[src/rtl/sprite_pixel_compositor.sv]
// Two-stage pixel compositor: background, prioritised ROM sprites, mouse cursor.
// Sprite positions are double-buffered and swap at the frame boundary.
module sprite_pixel_compositor #(
    parameter int          NUM_SPRITES = 4,
    parameter int          SPRITE_W    = 32,
    parameter int          SPRITE_H    = 32,
    parameter int          H_ACTIVE    = 640,
    parameter int          V_ACTIVE    = 480,
    parameter logic [11:0] TRANSPARENT = 12'h0F0,
    parameter int          LATENCY     = 2,
    localparam int         AW          = $clog2(SPRITE_W * SPRITE_H),
    localparam int         XW          = $clog2(SPRITE_W),
    localparam int         YW          = AW - XW
) (
    input  logic                      clk,
    input  logic                      rst_n,
    input  logic [9:0]                h_cnt,
    input  logic [9:0]                v_cnt,
    input  logic                      valid,
    input  logic                      enable_mouse_display,
    input  logic [11:0]               mouse_pixel,
    input  logic [1:0]                bg_mode,
    input  logic [11:0]               bg_color,
    input  logic                      cfg_we,
    input  logic [2:0]                cfg_idx,
    input  logic [9:0]                cfg_x,
    input  logic [9:0]                cfg_y,
    input  logic                      cfg_en,
    output logic [NUM_SPRITES*AW-1:0] sprite_addr,
    input  logic [NUM_SPRITES*12-1:0] sprite_data,
    output logic                      commit,
    output logic                      out_valid,
    output logic [3:0]                vgaRed,
    output logic [3:0]                vgaGreen,
    output logic [3:0]                vgaBlue
);

    localparam logic [10:0] SW11 = 11'(SPRITE_W);
    localparam logic [10:0] SH11 = 11'(SPRITE_H);
    localparam logic [9:0]  VA10 = 10'(V_ACTIVE);

    logic [9:0]                r_sh_x   [NUM_SPRITES];
    logic [9:0]                r_sh_y   [NUM_SPRITES];
    logic                      r_sh_en  [NUM_SPRITES];
    logic [9:0]                r_act_x  [NUM_SPRITES];
    logic [9:0]                r_act_y  [NUM_SPRITES];
    logic                      r_act_en [NUM_SPRITES];
    logic                      r_commit;
    logic [NUM_SPRITES*AW-1:0] r_addr;
    logic [NUM_SPRITES-1:0]    r_hit;
    logic [11:0]               r_bg;
    logic                      r_men;
    logic [11:0]               r_mpix;
    logic                      r_valid;
    logic [11:0]               r_rgb;
    logic                      r_ovalid;

    logic                      w_commit;
    logic [NUM_SPRITES-1:0]    w_hit;
    logic [AW-1:0]             w_addr   [NUM_SPRITES];
    logic [11:0]               w_bg;
    logic [11:0]               w_pix;
    logic                      w_found;
    logic [11:0]               w_spr;

    assign w_commit = (h_cnt == 10'd0) && (v_cnt == VA10);

    // Shadow writes and the frame-boundary copy into the active set.
    always_ff @(posedge clk or negedge rst_n) begin
        if (!rst_n) begin
            r_commit <= 1'b0;
            for (int i = 0; i < NUM_SPRITES; i++) begin
                r_sh_x[i]   <= '0;
                r_sh_y[i]   <= '0;
                r_sh_en[i]  <= 1'b0;
                r_act_x[i]  <= '0;
                r_act_y[i]  <= '0;
                r_act_en[i] <= 1'b0;
            end
        end else begin
            r_commit <= w_commit;
            for (int i = 0; i < NUM_SPRITES; i++) begin
                if (cfg_we && int'(cfg_idx) == i) begin
                    r_sh_x[i]  <= cfg_x;
                    r_sh_y[i]  <= cfg_y;
                    r_sh_en[i] <= cfg_en;
                end
                if (w_commit) begin
                    r_act_x[i]  <= r_sh_x[i];
                    r_act_y[i]  <= r_sh_y[i];
                    r_act_en[i] <= r_sh_en[i];
                end
            end
        end
    end

    // Stage 1: hit test and ROM address per sprite, in 11 bits to avoid wrap.
    always_comb begin
        w_hit = '0;
        for (int i = 0; i < NUM_SPRITES; i++) begin
            w_hit[i] = r_act_en[i]
                && ({1'b0, h_cnt} >= {1'b0, r_act_x[i]})
                && ({1'b0, h_cnt} <  {1'b0, r_act_x[i]} + SW11)
                && ({1'b0, v_cnt} >= {1'b0, r_act_y[i]})
                && ({1'b0, v_cnt} <  {1'b0, r_act_y[i]} + SH11);
            w_addr[i] = {v_cnt[YW-1:0] - r_act_y[i][YW-1:0],
                         h_cnt[XW-1:0] - r_act_x[i][XW-1:0]};
        end
    end

    // Stage 1: background pattern.
    always_comb begin
        w_bg = 12'h000;
        unique case (bg_mode)
            2'd0: w_bg = bg_color;
            2'd1: w_bg = (h_cnt[4] ^ v_cnt[4]) ? 12'h000 : bg_color;
            2'd2: w_bg = {v_cnt[8:5], v_cnt[8:5], 4'hF};
            2'd3: w_bg = 12'h000;
        endcase
    end

    // Stage 1 registers; addresses hold when the sprite is not hit.
    always_ff @(posedge clk or negedge rst_n) begin
        if (!rst_n) begin
            r_addr  <= '0;
            r_hit   <= '0;
            r_bg    <= '0;
            r_men   <= 1'b0;
            r_mpix  <= '0;
            r_valid <= 1'b0;
        end else begin
            for (int i = 0; i < NUM_SPRITES; i++) begin
                if (w_hit[i]) r_addr[i*AW +: AW] <= w_addr[i];
            end
            r_hit   <= w_hit;
            r_bg    <= w_bg;
            r_men   <= enable_mouse_display;
            r_mpix  <= mouse_pixel;
            r_valid <= valid;
        end
    end

    // Stage 2: blanking, then cursor, then lowest-index opaque sprite, then background.
    always_comb begin
        w_found = 1'b0;
        w_spr   = 12'h000;
        for (int i = 0; i < NUM_SPRITES; i++) begin
            if (!w_found && r_hit[i] && sprite_data[i*12 +: 12] != TRANSPARENT) begin
                w_found = 1'b1;
                w_spr   = sprite_data[i*12 +: 12];
            end
        end
        if (!r_valid)     w_pix = 12'h000;
        else if (r_men)   w_pix = r_mpix;
        else if (w_found) w_pix = w_spr;
        else              w_pix = r_bg;
    end

    // Stage 2 output registers.
    always_ff @(posedge clk or negedge rst_n) begin
        if (!rst_n) begin
            r_rgb    <= '0;
            r_ovalid <= 1'b0;
        end else begin
            r_rgb    <= w_pix;
            r_ovalid <= r_valid;
        end
    end

    assign sprite_addr = r_addr;
    assign commit      = r_commit;
    assign out_valid   = r_ovalid;
    assign vgaRed      = r_rgb[11:8];
    assign vgaGreen    = r_rgb[7:4];
    assign vgaBlue     = r_rgb[3:0];

endmodule

[config.mk]
export PLATFORM = sky130hd
export DESIGN_NAME = sprite_pixel_compositor
export DESIGN_NICKNAME = d
export VERILOG_FILES = /design/src/rtl/sprite_pixel_compositor.sv
export SDC_FILE = /design/constraint.sdc
export NUM_CORES = 1
export LEC_CHECK = 0
export ABC_AREA = 1
export CAP_MARGIN = 20
export CORE_MARGIN = 2
export CORE_UTILIZATION = 57
export CTS_BUF_LIST = sky130_fd_sc_hd__clkbuf_8 sky130_fd_sc_hd__clkbuf_16
export DETAILED_ROUTE_END_ITERATION = 10
export PLACE_DENSITY = 0.85
export SLEW_MARGIN = 30
export SYNTH_ARGS = -nofsm -noshare
export SYNTH_HDL_FRONTEND = slang
export SYNTH_SLANG_ARGS = --single-unit
[constraint.sdc]
create_clock -name clk -period 2.8 [get_ports clk]
set_clock_uncertainty 0.15 [all_clocks]
set_input_delay 0.7 -clock clk [delete_from_list [all_inputs] [get_ports clk]]
set_output_delay 0.7 -clock clk [all_outputs]
set_load 0.03 [all_outputs]
## Word-level counts from Yosys, hierarchy flattened

Cells that the tools add are included.

| storage, ports and cells | value |
|---|---|
| bits of input ports | 123 |
| word-level logic and storage cells | 127 |
| register bits after elaboration | 252 |
| output and inout bits | 54 |

| cells by class | value |
|---|---|
| add/subtract/negate cells | 16 |
| mux-type cells | 13 |
| $lt $le $gt $ge | 16 |
| bitwise gates (word level) | 1 |
| reduce and logical (&&, ||, !) cells | 34 |
| equality and inequality tests | 11 |

Operator list:

| operator | count |
|---|---|
| two-way mux 12 bit | 8 |
| adder 10 x 6 -> 11 bit, second input constant | 8 |
| < comparator 10 x 11 -> 1 bit | 8 |
| >= comparator 10 bit | 8 |
| inequality test 12 x 8 -> 1 bit, second input constant | 4 |
| case mux 12 bit (4 select lines) | 1 |
| subtractor 5 bit | 8 |
| logical AND 1 bit | 28 |
| equality test 10 x 9 -> 1 bit, second input constant | 1 |
| zero test 10 bit | 1 |
| equality test 3 bit, second input constant | 2 |
| equality test 2 bit, second input constant | 2 |
| two-way mux 1 bit | 4 |
| equality test 3 x 2 -> 1 bit, second input constant | 1 |
| zero test 1 bit | 3 |
| zero test 3 bit | 1 |
| equality test 2 x 1 -> 1 bit, second input constant | 1 |
| zero test 2 bit | 1 |
| bitwise XOR 1 bit | 1 |

## Depth between registers and ports, before layout

Gate-level depths: netlist (run 1).

| depth | value |
|---|---|
| word-level depth | 18 |
| mapped depth | 15 |
| mapped depth without buffers | 14 |

## Least setup slack after synthesis (run 1)

Ideal clock, no wire load.

| path | value |
|---|---|
| path kind | input to register |
| start | input port h_cnt[0] |
| end | register r_addr[20] (netlist: sprite_addr[20]) |
| setup slack | 0.408 ns |
| arrival time | 2.124 ns |
| setup time | 0.118 ns |
| cell stages on the path | 11 |
| required time | 2.532 ns |
| buffers on the path | 1 |
| cell sequence | inv_1 > ha_1 > fa_1 > nand3b_1 > nand4_1 > nand2_1 > nor2_2 > nand3_1 > buf_6 > nand2_1 > nand2_1 |

| on the way | value |
|---|---|
| longest elaborated chain between the ends | 5 |
| elaborated cells between the ends (all ways) | 7 |
| those cells by class | 1 x add/sub; 2 x order compare; 4 x reduce/logical |

Ends and longest elaborated chain:

| element | RTL line | text |
|---|---|---|
| from (decl) | 17 | `input logic [9:0] h_cnt,` |
| >= comparator 10 bit | 102 | `&& ({1'b0, h_cnt} >= {1'b0, r_act_x[i]})` |
| logical AND 1 bit | 102 |  |
| logical AND 1 bit | 103 | `&& ({1'b0, h_cnt} < {1'b0, r_act_x[i]} + SW11)` |
| logical AND 1 bit | 104 | `&& ({1'b0, v_cnt} >= {1'b0, r_act_y[i]})` |
| logical AND 1 bit | 105 | `&& ({1'b0, v_cnt} < {1'b0, r_act_y[i]} + SH11);` |
| to (signal, indexed assignment) | 133 | `if (w_hit[i]) r_addr[i*AW +: AW] <= w_addr[i];` |
| to (decl) | 49 | `logic [NUM_SPRITES*AW-1:0] r_addr;` |

Parallel ways exist; a longest one is shown, timed or not.
A chain may end at the register's enable or synchronous reset.

## Worst setup path after layout (run 1)

| path | value |
|---|---|
| start | input port h_cnt[0] |
| end | register r_addr[26] (netlist: sprite_addr[26]) |

| on the way | value |
|---|---|
| longest elaborated chain between the ends | 5 |
| elaborated cells between the ends (all ways) | 6 |
| those cells by class | 2 x order compare; 4 x reduce/logical |

Ends and longest elaborated chain:

| element | RTL line |
|---|---|
| >= comparator 10 bit | 102 |
| logical AND 1 bit | 102 |
| logical AND 1 bit * | 103 |
| logical AND 1 bit * | 104 |
| logical AND 1 bit * | 105 |

Mark *: on every way between the ends. The rest lies on a longest branch, timed or not.

==> results of run 1 <==
==> logic make-up after synthesis <==
group	synth area share, %
AOI/OAI and AO/OA	11.0
xor gates and xnor gates	2.83
adders and majority gates	12.4
buffers and inverters	6.85
DFF	44.3
and+or+nand+nor	22.7
==> cell usage in the layout, fill, tap and decap left out, drive strengths merged, types with 8 or more instances in the layout <==
cell type | netlist | layout
dfrtp | 252 | 252
fa | 8 | 8
clkdlybuf4s50 | 0 | 175
xor2 | 28 | 28
nand3b | 24 | 24
xnor2 | 18 | 18
inv | 177 | 180
nor2 | 131 | 131
o21a | 10 | 10
nand4 | 39 | 39
buf | 31 | 142
a21oi | 70 | 70
nand3 | 88 | 88
o21ai | 208 | 208
clkbuf | 24 | 35
ha | 128 | 128
nand2 | 455 | 455
==> through the flow <==
step	instances	worst slack [ns]	hold slack (ns)	setup TNS (ns)	instance area, µm²
final	2357	0.154	0.318	0	18300
after global routing	2357	0.00614	0.341	0	18300
after CTS	2357	0.171	0.318	0	18300
after detailed placement	2307	-0.396	0.300	-30.62	17400
after global placement	2307	-0.327	0.302	-27.30	17400
after floorplan	1721	0.408	0.231	0	14200
==> registers in the layout, summed over array words and instances (netlist names) <==
| name | flops |
|---|---|
| r_act_x | 40 |
| r_act_y | 40 |
| r_sh_x | 40 |
| r_sh_y | 40 |
| sprite_addr | 40 |
| r_bg | 12 |
| r_mpix | 12 |
| r_rgb | 12 |
| r_act_en | 4 |
| r_hit | 4 |
| r_sh_en | 4 |
| commit | 1 |
| out_valid | 1 |
| r_men | 1 |
| r_valid | 1 |
==> layer usage <==
| layer | wire length [µm] | vias up |
|---|---|---|
| met1 | 17300 | 6026 |
| met3 | 3060 | 82 |
| met4 | 1430 | 2 |
| met5 | 13 | - |
| li1 | - | 6219 |
| met2 | 19600 | 539 |
==> repair_timing <==
item / CTS / global route
hold endpoints to repair: 10 / 0
endpoints found under the setup margin: 0 / 0
hold buffers: 1 / 0
==> power by group through the flow <==
stage                     clock [µW]  sequential, µW  combinational (µW)
after floorplan                    0            4100                 437
after global placement             0            4110                1010
after detailed placement           0            4120                1050
after CTS                       3670            4060                1060
after global routing            3840            4090                1180
final                           3640            4070                1060
==> worst max path at each step <==
stage	slack (ns)	startpoint	end
after global placement	-0.33	h_cnt[0]	sprite_addr[11]$_DFFE_PN0P_
after detailed placement	-0.40	h_cnt[0]	sprite_addr[22]$_DFFE_PN0P_
after CTS	0.17	h_cnt[0]	sprite_addr[18]$_DFFE_PN0P_
after floorplan	0.41	h_cnt[0]	sprite_addr[20]$_DFFE_PN0P_
final	0.15	h_cnt[0]	sprite_addr[26]$_DFFE_PN0P_
after global routing	0.006	h_cnt[0]	sprite_addr[22]$_DFFE_PN0P_
==> critical path: stages <==
cell and delay [ns]:
clkdlybuf4s50_1 0.48, inv_1 0.11, ha_1 0.25, fa_1 0.40, nand3b_1 0.18, nand4_1 0.11, nand2_1 0.09, nor2_2 0.20
nand3_1 0.09, buf_4 0.19, nand2_1 0.07, nand2_1 0.06
==> area by class of cell <==
class / count / area [µm²]
Inverter: 178 / 669
Fill cell: 1721 / 6130
Timing Repair Buffer: 318 / 3060
Tap cell: 324 / 405
Sequential cell: 252 / 6310
Clock inverter: 14 / 143
Clock buffer: 35 / 786
Multi-Input combinational cell: 1236 / 6970
==> summary.md, run 1 <==
| Metric | Value |
|---|---|
| Status | finished clean |
| Avg Inst Size Synth | around 8.3 µm² |
| Clk Latency, worst-skew pair | 0.55 ns |
| Fmax achieved | around 0.38 GHz |
| Reg clk slew, reported paths | ~0.060 ns |
| CTS tree | done |
| Distinct cells, synth | 38 |
| Met1 Usage GRT | about 41% |
| Most frequent cell after synthesis | nand2_1 |
| Setup slack, reg-to-reg | around 0.23 ns |
| Max clock buf depth | 3 |
| GRT Util Overall | 31.5% |
| H-tree depth | 1 |
| Comb power frac | between 10 and 15% |
| Die Width | between 150 and 200 µm |
| Die Area | about 0.026 mm² |
| Synth Flop Type | dfrtp_1 |
| Hold Crit Endpoint | r_act_x[0]$_DFFE_PN0P_ |
| Pin count of the biggest net entering global routing | 70 |
| DRT Wirelength | between 40000 and 50000 µm |
| Post-CTS Resized | 0 |
| P_leak | roughly 0.0094 µW |
| DR WL/cell | between 15 and 20 µm |
| Pre-antenna DRT Iters | 8 |
| DRT iter0 DRCs | 1072 |
| EDFF count, synth | 0 |
| Slew Viols, Final | 0 |
| DP Wirelength | approximately 32000 µm |
| Vias | 12900 |
| Minimum clock period | roughly 2.6 ns |
| Starting Density | approximately 58% |
| PwrDens | 478 mW/mm² |
| Peak supply drop | ~500 µV |
| Cts bufs inserted | 27 |
| Top cell type's share of synthesized area | between 40% and 50% |
| Sw Share | 25.0% |
| Crit end category | flop |
| Synthesized flop and latch total | about 250 |
| Antenna fix cells | 0 |
| Final setup viols | 0 |
| Endpoints failing hold | 0 |
| Mapped Area | approximately 0.014 mm² |
| Post-synth ARST share | 100% |
| Setup bufs post-CTS | 0 |
| Crit Reg-Reg Startpoint | r_act_y[25]$_DFFE_PN0P_ |
| GRT busiest layer | met2 |
| Routability cong. | roughly 1 |
| DRC | 0 |
| CTS Root Cell | clkbuf_16 |
| Num ports | approximately 180 |
| RR Endpoint | sprite_addr[18]$_DFFE_PN0P_ |
| Rows | 57 |
| Mapped Cells | 1721 |
| Die Ht | ~160 µm |
| Max cap viols | 0 |
| Hold Crit Start | r_sh_x[0]$_DFFE_PN0P_ |
| Initial antenna violation count | 1 |
| Top cells by count, synth | 452 x nand2_1, 252 x dfrtp_1, 204 x o21ai_0 |
| Sequential-to-total area share from yosys stat | between 40% and 50% |
| Startpoint types | input pin |
| Syn nets | approximately 2000 |
| Crit path arrival time | slightly below 3 ns |
| Met3 GRT Util | between 4 and 5% |
| M2 GR Usage | between 50% and 60% |
| Slew of the pin with the lowest slew margin | about 0.65 ns |
| Vias in the first global route | around 13000 |
| Critical path type | input pin to flop |
| Sink Count | between 200 and 300 |
| Top cells by area, synth | dfrtp_1 44%, nand2_1 12%, ha_1 11% |
| Layout area overhead | 28.7% |
| Reg power frac | ~46% |
| Worst r2r path cells | 14 |
| Final core utilization | approximately 75% |
| Int Power | approximately 6600 µW |
| Unrepaired setup endpoints after global routing | no |
| Hold Path Depth | 2 |
| Nets | roughly 2300 |
| Detail Route Antenna Nets | 0 |
| Area leader, netlist | dfrtp_1 |
| Fraction of layout cells with a size suffix above 1 | roughly 10% |
| Core Region | 0.0245 mm² |
| Switch Pwr | 2190 µW |
| Clock power frac | between 40 and 50% |
| Routed vias/inst | 5.46 |
| GR Overflow Total | 0 |
| Worst-path fanout max | 11 |
| Max_slew headroom | a little under three fifths |
| Design Power | around 9000 µW |
| CP Data Required Time | 3.08 ns |
| IO buf count | ~180 |
| Hold Crit Class | flop to flop |
| Final Cycle Share | between 90 and 100% |
| Synth warn | 0 |
| First-pass GRT wire length | around 65000 µm |
No activity file was read; power rests on OpenSTA's default activity.
==> inputs of run 2 (changes only) <==
SETUP_SLACK_MARGIN = 0.02   (was default)
==> summary.md, run 2 (synthesis results as in run 1) <==
| Metric | Value |
|---|---|
| GRT Util Overall | between 30% and 40% |
| P_leak | 0.00939 µW |
| Status | finished clean |
| Pin count of the biggest net entering global routing | 70 |
| Clock power frac | just over 40% |
| Crit path arrival time | ~3 ns |
| Most frequent cells in the layout | 452 x nand2_1, 252 x dfrtp_1, 204 x o21ai_0, 179 x inv_1, 175 x clkdlybuf4s50_1 |
| Crit end category | flop |
| Crit Reg-Reg Startpoint | r_act_y[25]$_DFFE_PN0P_ |
| Starting Density | between 50% and 60% |
| Final setup viols | 0 |
| DR WL/cell | roughly 18 µm |
| CP top delay family | simple AND/OR/NAND/NOR gates |
| First-pass GRT wire length | around 65000 µm |
| Reg clk slew, reported paths | 0.06 ns |
| Fmax achieved | 0.378 GHz |
| Detail Route Antenna Nets | 0 |
| Crit path top cell by count | nand2_1 |
| Core Region | 0.0245 mm² |
| Reg power frac | between 40 and 50% |
| IO buf count | approximately 180 |
| Max clock buf depth | 3 |
| Setup crit start | h_cnt[0] |
| Comb power frac | between 10% and 20% |
| Minimum clock period | 2.65 ns |
| GR Overflow Total | 0 |
| Hold Crit Start | r_sh_x[0]$_DFFE_PN0P_ |
| CTS tree | done |
| Rows | between 50 and 60 |
| Cts bufs inserted | 27 |
| Fillcell total | around 1700 |
| Int Power | around 6600 µW |
| Die Width | about 160 µm |
| Layout area overhead | 28.7% |
| Vias in the first global route | 12800 |
| Placed cell area | 0.0174 mm² |
| Max cap viols | 0 |
| Unrepaired setup endpoints after global routing | no |
| Startpoint types | input pin |
| Setup bufs post-CTS | 0 |
| Switch Pwr | approximately 2200 µW |
| Final setup TNS | 0 ns |
| Slew Viols, Final | 0 |
| Crit-path max cell delay | 0.48 ns |
| Critical path type | input pin to flop |
| CP Data Required Time | slightly above 3 ns |
| Die Ht | 162 µm |
| CTS Root Cell | clkbuf_16 |
| Clk Latency, worst-skew pair | about 0.55 ns |
| Hold Crit Class | flop to flop |
| Num ports | 177 |
| Antenna fix cells | 0 |
| DRC | 0 |
| Sink Count | around 250 |
| Max_slew headroom | 56.3% |
| CP bufs+invs | 3 |
| CP cell instances | clkdlybuf4s50_1 > inv_1 > ha_1 > fa_1 > nand3b_1 > nand4_1 > nand2_1 > nor2_1 > nand2_1 > buf_4 > nand2_1 > nand2_1 |
| Slowest cell on crit path | clkdlybuf4s50_1 |
| Die Area | roughly 0.026 mm² |
| Worst-path fanout max | 11 |
| Fraction of layout cells with a size suffix above 1 | 10.2% |
| Routability cong. | between 0.9 and 1 |
| Final Cycle Share | a little over nine tenths |
| DP Wirelength | approximately 32000 µm |
| Peak supply drop | 487 µV |
| Commonest non-fill, non-tap cell in the layout | nand2_1 |
| Final Instance Area | 0.0183 mm² |
| DRT Wirelength | 41400 µm |
| H-tree depth | 1 |
| Vias | about 13000 |
| Endpoints failing hold | 0 |
| Slew of the pin with the lowest slew margin | around 0.65 ns |
| Nets | around 2300 |
| PwrDens | approximately 480 mW/mm² |
| Pre-antenna DRT Iters | 6 |
| Routed vias/inst | about 5.5 |
| DRT iter0 DRCs | between 1000 and 1500 |
| Sw Share | between 20% and 30% |
| Initial antenna violation count | 1 |
-- run 2: cell counts in the layout (fill, tap and decap cells not counted) --
No cell type changed its count.
-- run 2: path summary, 6_finish.rpt --
kind / end / slack, ns / cells past startpoint
min: r_act_x[0]$_DFFE_PN0P_ / 0.32 / 2
max reg2reg: sprite_addr[18]$_DFFE_PN0P_ / 0.23 / 14
max in group asynchronous: r_mpix[6]$_DFF_PN0_ / 1.22 / 3
min in group asynchronous: r_rgb[5]$_DFF_PN0_ / 0.57 / 2
min reg2reg: r_act_x[0]$_DFFE_PN0P_ / 0.32 / 2
max: sprite_addr[18]$_DFFE_PN0P_ / 0.15 / 12
-- run 2: area by class of cell --
type | instances | area, µm² | share of cell area [%]
sequential | 252 | 6310 | 34.4
multi-input combinational | 1236 | 6970 | 38.0
tap | 324 | 405 | 2.21
clock buffer | 35 | 786 | 4.28
timing repair buffer | 318 | 3060 | 16.7
inverter | 178 | 669 | 3.65
clock inverter | 14 | 143 | 0.778
-- run 2: worst min-delay path, delay by kind of cell (launching register included) --
family,cells,cell delay (ns)
flip-flops,1,0.34
AND/OR/NAND/NOR,2,0.10
-- run 2: what timing repair did --
item / 4_1_cts / 5_1_grt
setup endpoints to repair: 0 / 4
hold buffers: 1 / 0
hold endpoints to repair: 10 / 0
gates resized for setup: 0 / 1
-- run 2: power groups by stage --
stage / clock network (µW) / registers [µW] / logic (µW)
2_1_floorplan: 0 / 4100 / 437
3_3_place_gp: 0 / 4110 / 1010
3_5_place_dp: 0 / 4120 / 1050
4_1_cts: 3670 / 4060 / 1060
5_1_grt: 3840 / 4090 / 1180
6_report: 3640 / 4070 / 1060
-- run 2: metal layers --
layer	up-vias	part of all wire, %	wire length [µm]	track usage [%]
li1	6220	-	-	-
met3	90	7.4	3060	4.47
met1	6047	42	17300	41.3
met5	-	0.031	13	0
met2	547	47	19500	54.0
met4	2	3.6	1500	10.8
-- run 2: metrics by stage --
step	setup slack, ns	std cells	hold WS (ns)	util (%)	total power (µW)
6_report	0.154	2357	0.318	75.0	8760
5_1_grt	0.0300	2357	0.341	75.0	9100
4_1_cts	0.171	2357	0.318	75.0	8790
3_5_place_dp	-0.396	2307	0.300	71.1	5160
3_3_place_gp	-0.327	2307	0.302	71.1	5110
2_1_floorplan	0.408	1721	0.231	-	4530
==> inputs of run 3 (changes only) <==
CTS_BUF_LIST = default   (was sky130_fd_sc_hd__clkbuf_8 sky130_fd_sc_hd__clkbuf_16)
==> summary.md, run 3 (synthesis results as in run 1) <==
| Metric | Value |
|---|---|
| Endpoints failing hold | 0 |
| Antenna fix cells | 0 |
| Hold Crit Class | flop to flop |
| Crit end category | flop |
| CP Data Required Time | between 3 and 4 ns |
| Most frequent cells in the layout | 452 x nand2_1, 252 x dfrtp_1, 204 x o21ai_0, 176 x inv_1, 175 x clkdlybuf4s50_1 |
| Die Area | 0.0263 mm² |
| DRT iter0 DRCs | 1060 |
| Detail Route Antenna Nets | 0 |
| Final setup TNS | 0 ns |
| Die Ht | roughly 160 µm |
| Max clock buf depth | 3 |
| Final Instance Area | 0.0183 mm² |
| GR Overflow Total | 0 |
| DRC | 0 |
| Startpoint types | input pin |
| Routed vias/inst | roughly 5.5 |
| Peak supply drop | between 400 and 500 µV |
| Final Cycle Share | 94.5% |
| Fillcell total | between 1500 and 2000 |
| Status | finished clean |
| DR WL/cell | 17.6 µm |
| Crit path arrival time | 2.92 ns |
| Fin cells | about 2400 |
| Placed Instances | between 2000 and 2500 |
| CTS tree | done |
| Fraction of layout cells with a size suffix above 1 | around a tenth |
| GRT Util Overall | a little under a third |
| DP Wirelength | around 32000 µm |
| Final hold slack | roughly 0.32 ns |
| Slew Viols, Final | 0 |
| First-pass GRT wire length | about 65000 µm |
| P_leak | 0.00938 µW |
| IO buf count | around 180 |
| Cts bufs inserted | 27 |
| Pin count of the biggest net entering global routing | 70 |
| Nets | around 2300 |
| DRT Wirelength | 41400 µm |
| Layout area overhead | 28.7% |
| Vias | about 13000 |
| Core Region | about 0.024 mm² |
| H-tree depth | 1 |
| Num ports | around 180 |
| Final core utilization | 75.0% |
| Vias in the first global route | 12800 |
| Sink Count | roughly 250 |
| Final setup viols | 0 |
| CTS Root Cell | clkbuf_16 |
| Pre-antenna DRT Iters | 6 |
| Initial antenna violation count | 1 |
| Die Width | approximately 160 µm |
| Max_slew headroom | 56.3% |
| Starting Density | roughly three fifths |
| Slew of the pin with the lowest slew margin | ~0.65 ns |
| Commonest non-fill, non-tap cell in the layout | nand2_1 |
| Worst-path fanout max | 11 |
| PwrDens | approximately 480 mW/mm² |
| Rows | 57 |
| Minimum clock period | 2.65 ns |
| Reg clk slew, reported paths | around 0.060 ns |
| Fmax achieved | approximately 0.38 GHz |
| Routability cong. | roughly 0.97 |
| Critical path type | input pin to flop |
| Placed cell area | roughly 0.017 mm² |
| Max cap viols | 0 |
| Clk Latency, worst-skew pair | between 0.5 and 0.6 ns |
| Unrepaired setup endpoints after global routing | no |
run 3: what timing repair did:
action	in CTS	in global routing
gates resized for setup	0	1
buffers inserted	0	0
endpoints found under the hold margin	10	0
endpoints found under the setup margin	0	4
hold buffers	1	0
run 3: final timing paths:
kind | startpoint | end | slack (ns) | cells after the start
hold reg to reg | r_sh_x[0]$_DFFE_PN0P_ | r_act_x[0]$_DFFE_PN0P_ | 0.32 | 2
min in group asynchronous | rst_n | r_rgb[5]$_DFF_PN0_ | 0.57 | 2
hold / removal | r_sh_x[0]$_DFFE_PN0P_ | r_act_x[0]$_DFFE_PN0P_ | 0.32 | 2
max in group asynchronous | rst_n | r_mpix[6]$_DFF_PN0_ | 1.22 | 3
setup reg to reg | r_act_y[25]$_DFFE_PN0P_ | sprite_addr[18]$_DFFE_PN0P_ | 0.23 | 14
setup / recovery | h_cnt[0] | sprite_addr[18]$_DFFE_PN0P_ | 0.15 | 12
run 3: final cells by class:
type                    instances  area (µm²)  area share [%]
clock inverters                11         131           0.716
clock buffers                  38         797            4.35
well taps                     324         405            2.21
inverters                     178         669            3.65
flip-flops and latches        252        6310            34.4
multi-input cells            1236        6970            38.0
repair buffers                318        3060            16.7
run 3: report_power, final:
group          internal [µW]  switching (µW)
sequential              3910             158
clock                   2180            1470
combinational            496             562
total                   6580            2190
run 3: worst max-delay path: stages:
cell	delay (ns)
clkdlybuf4s50_1	0.48
inv_1	0.11
ha_1	0.25
fa_1	0.39
nand3b_1	0.18
nand4_1	0.10
nand2_1	0.08
nor2_1	0.24
nand2_1	0.08
buf_4	0.18
nand2_1	0.08
nand2_1	0.06
run 3: per-layer routing:
| metal | GRT usage [%] | up-vias | wire length [µm] | part of all wire, % |
|---|---|---|---|---|
| met1 | 41.3 | 6029 | 17300 | 42 |
| met4 | 10.8 | 2 | 1510 | 3.6 |
| met5 | 0 | - | 13 | 0.031 |
| met3 | 4.47 | 90 | 3030 | 7.3 |
| met2 | 54.0 | 544 | 19500 | 47 |
| li1 | - | 6222 | - | - |
run 3: metrics by stage:
stage               power [µW]  worst slack [ns]
floorplan                 4530             0.408
global placement          5110            -0.327
detailed placement        5160            -0.396
CTS                       8800             0.171
global route              9110            0.0300
finish                    8780             0.154
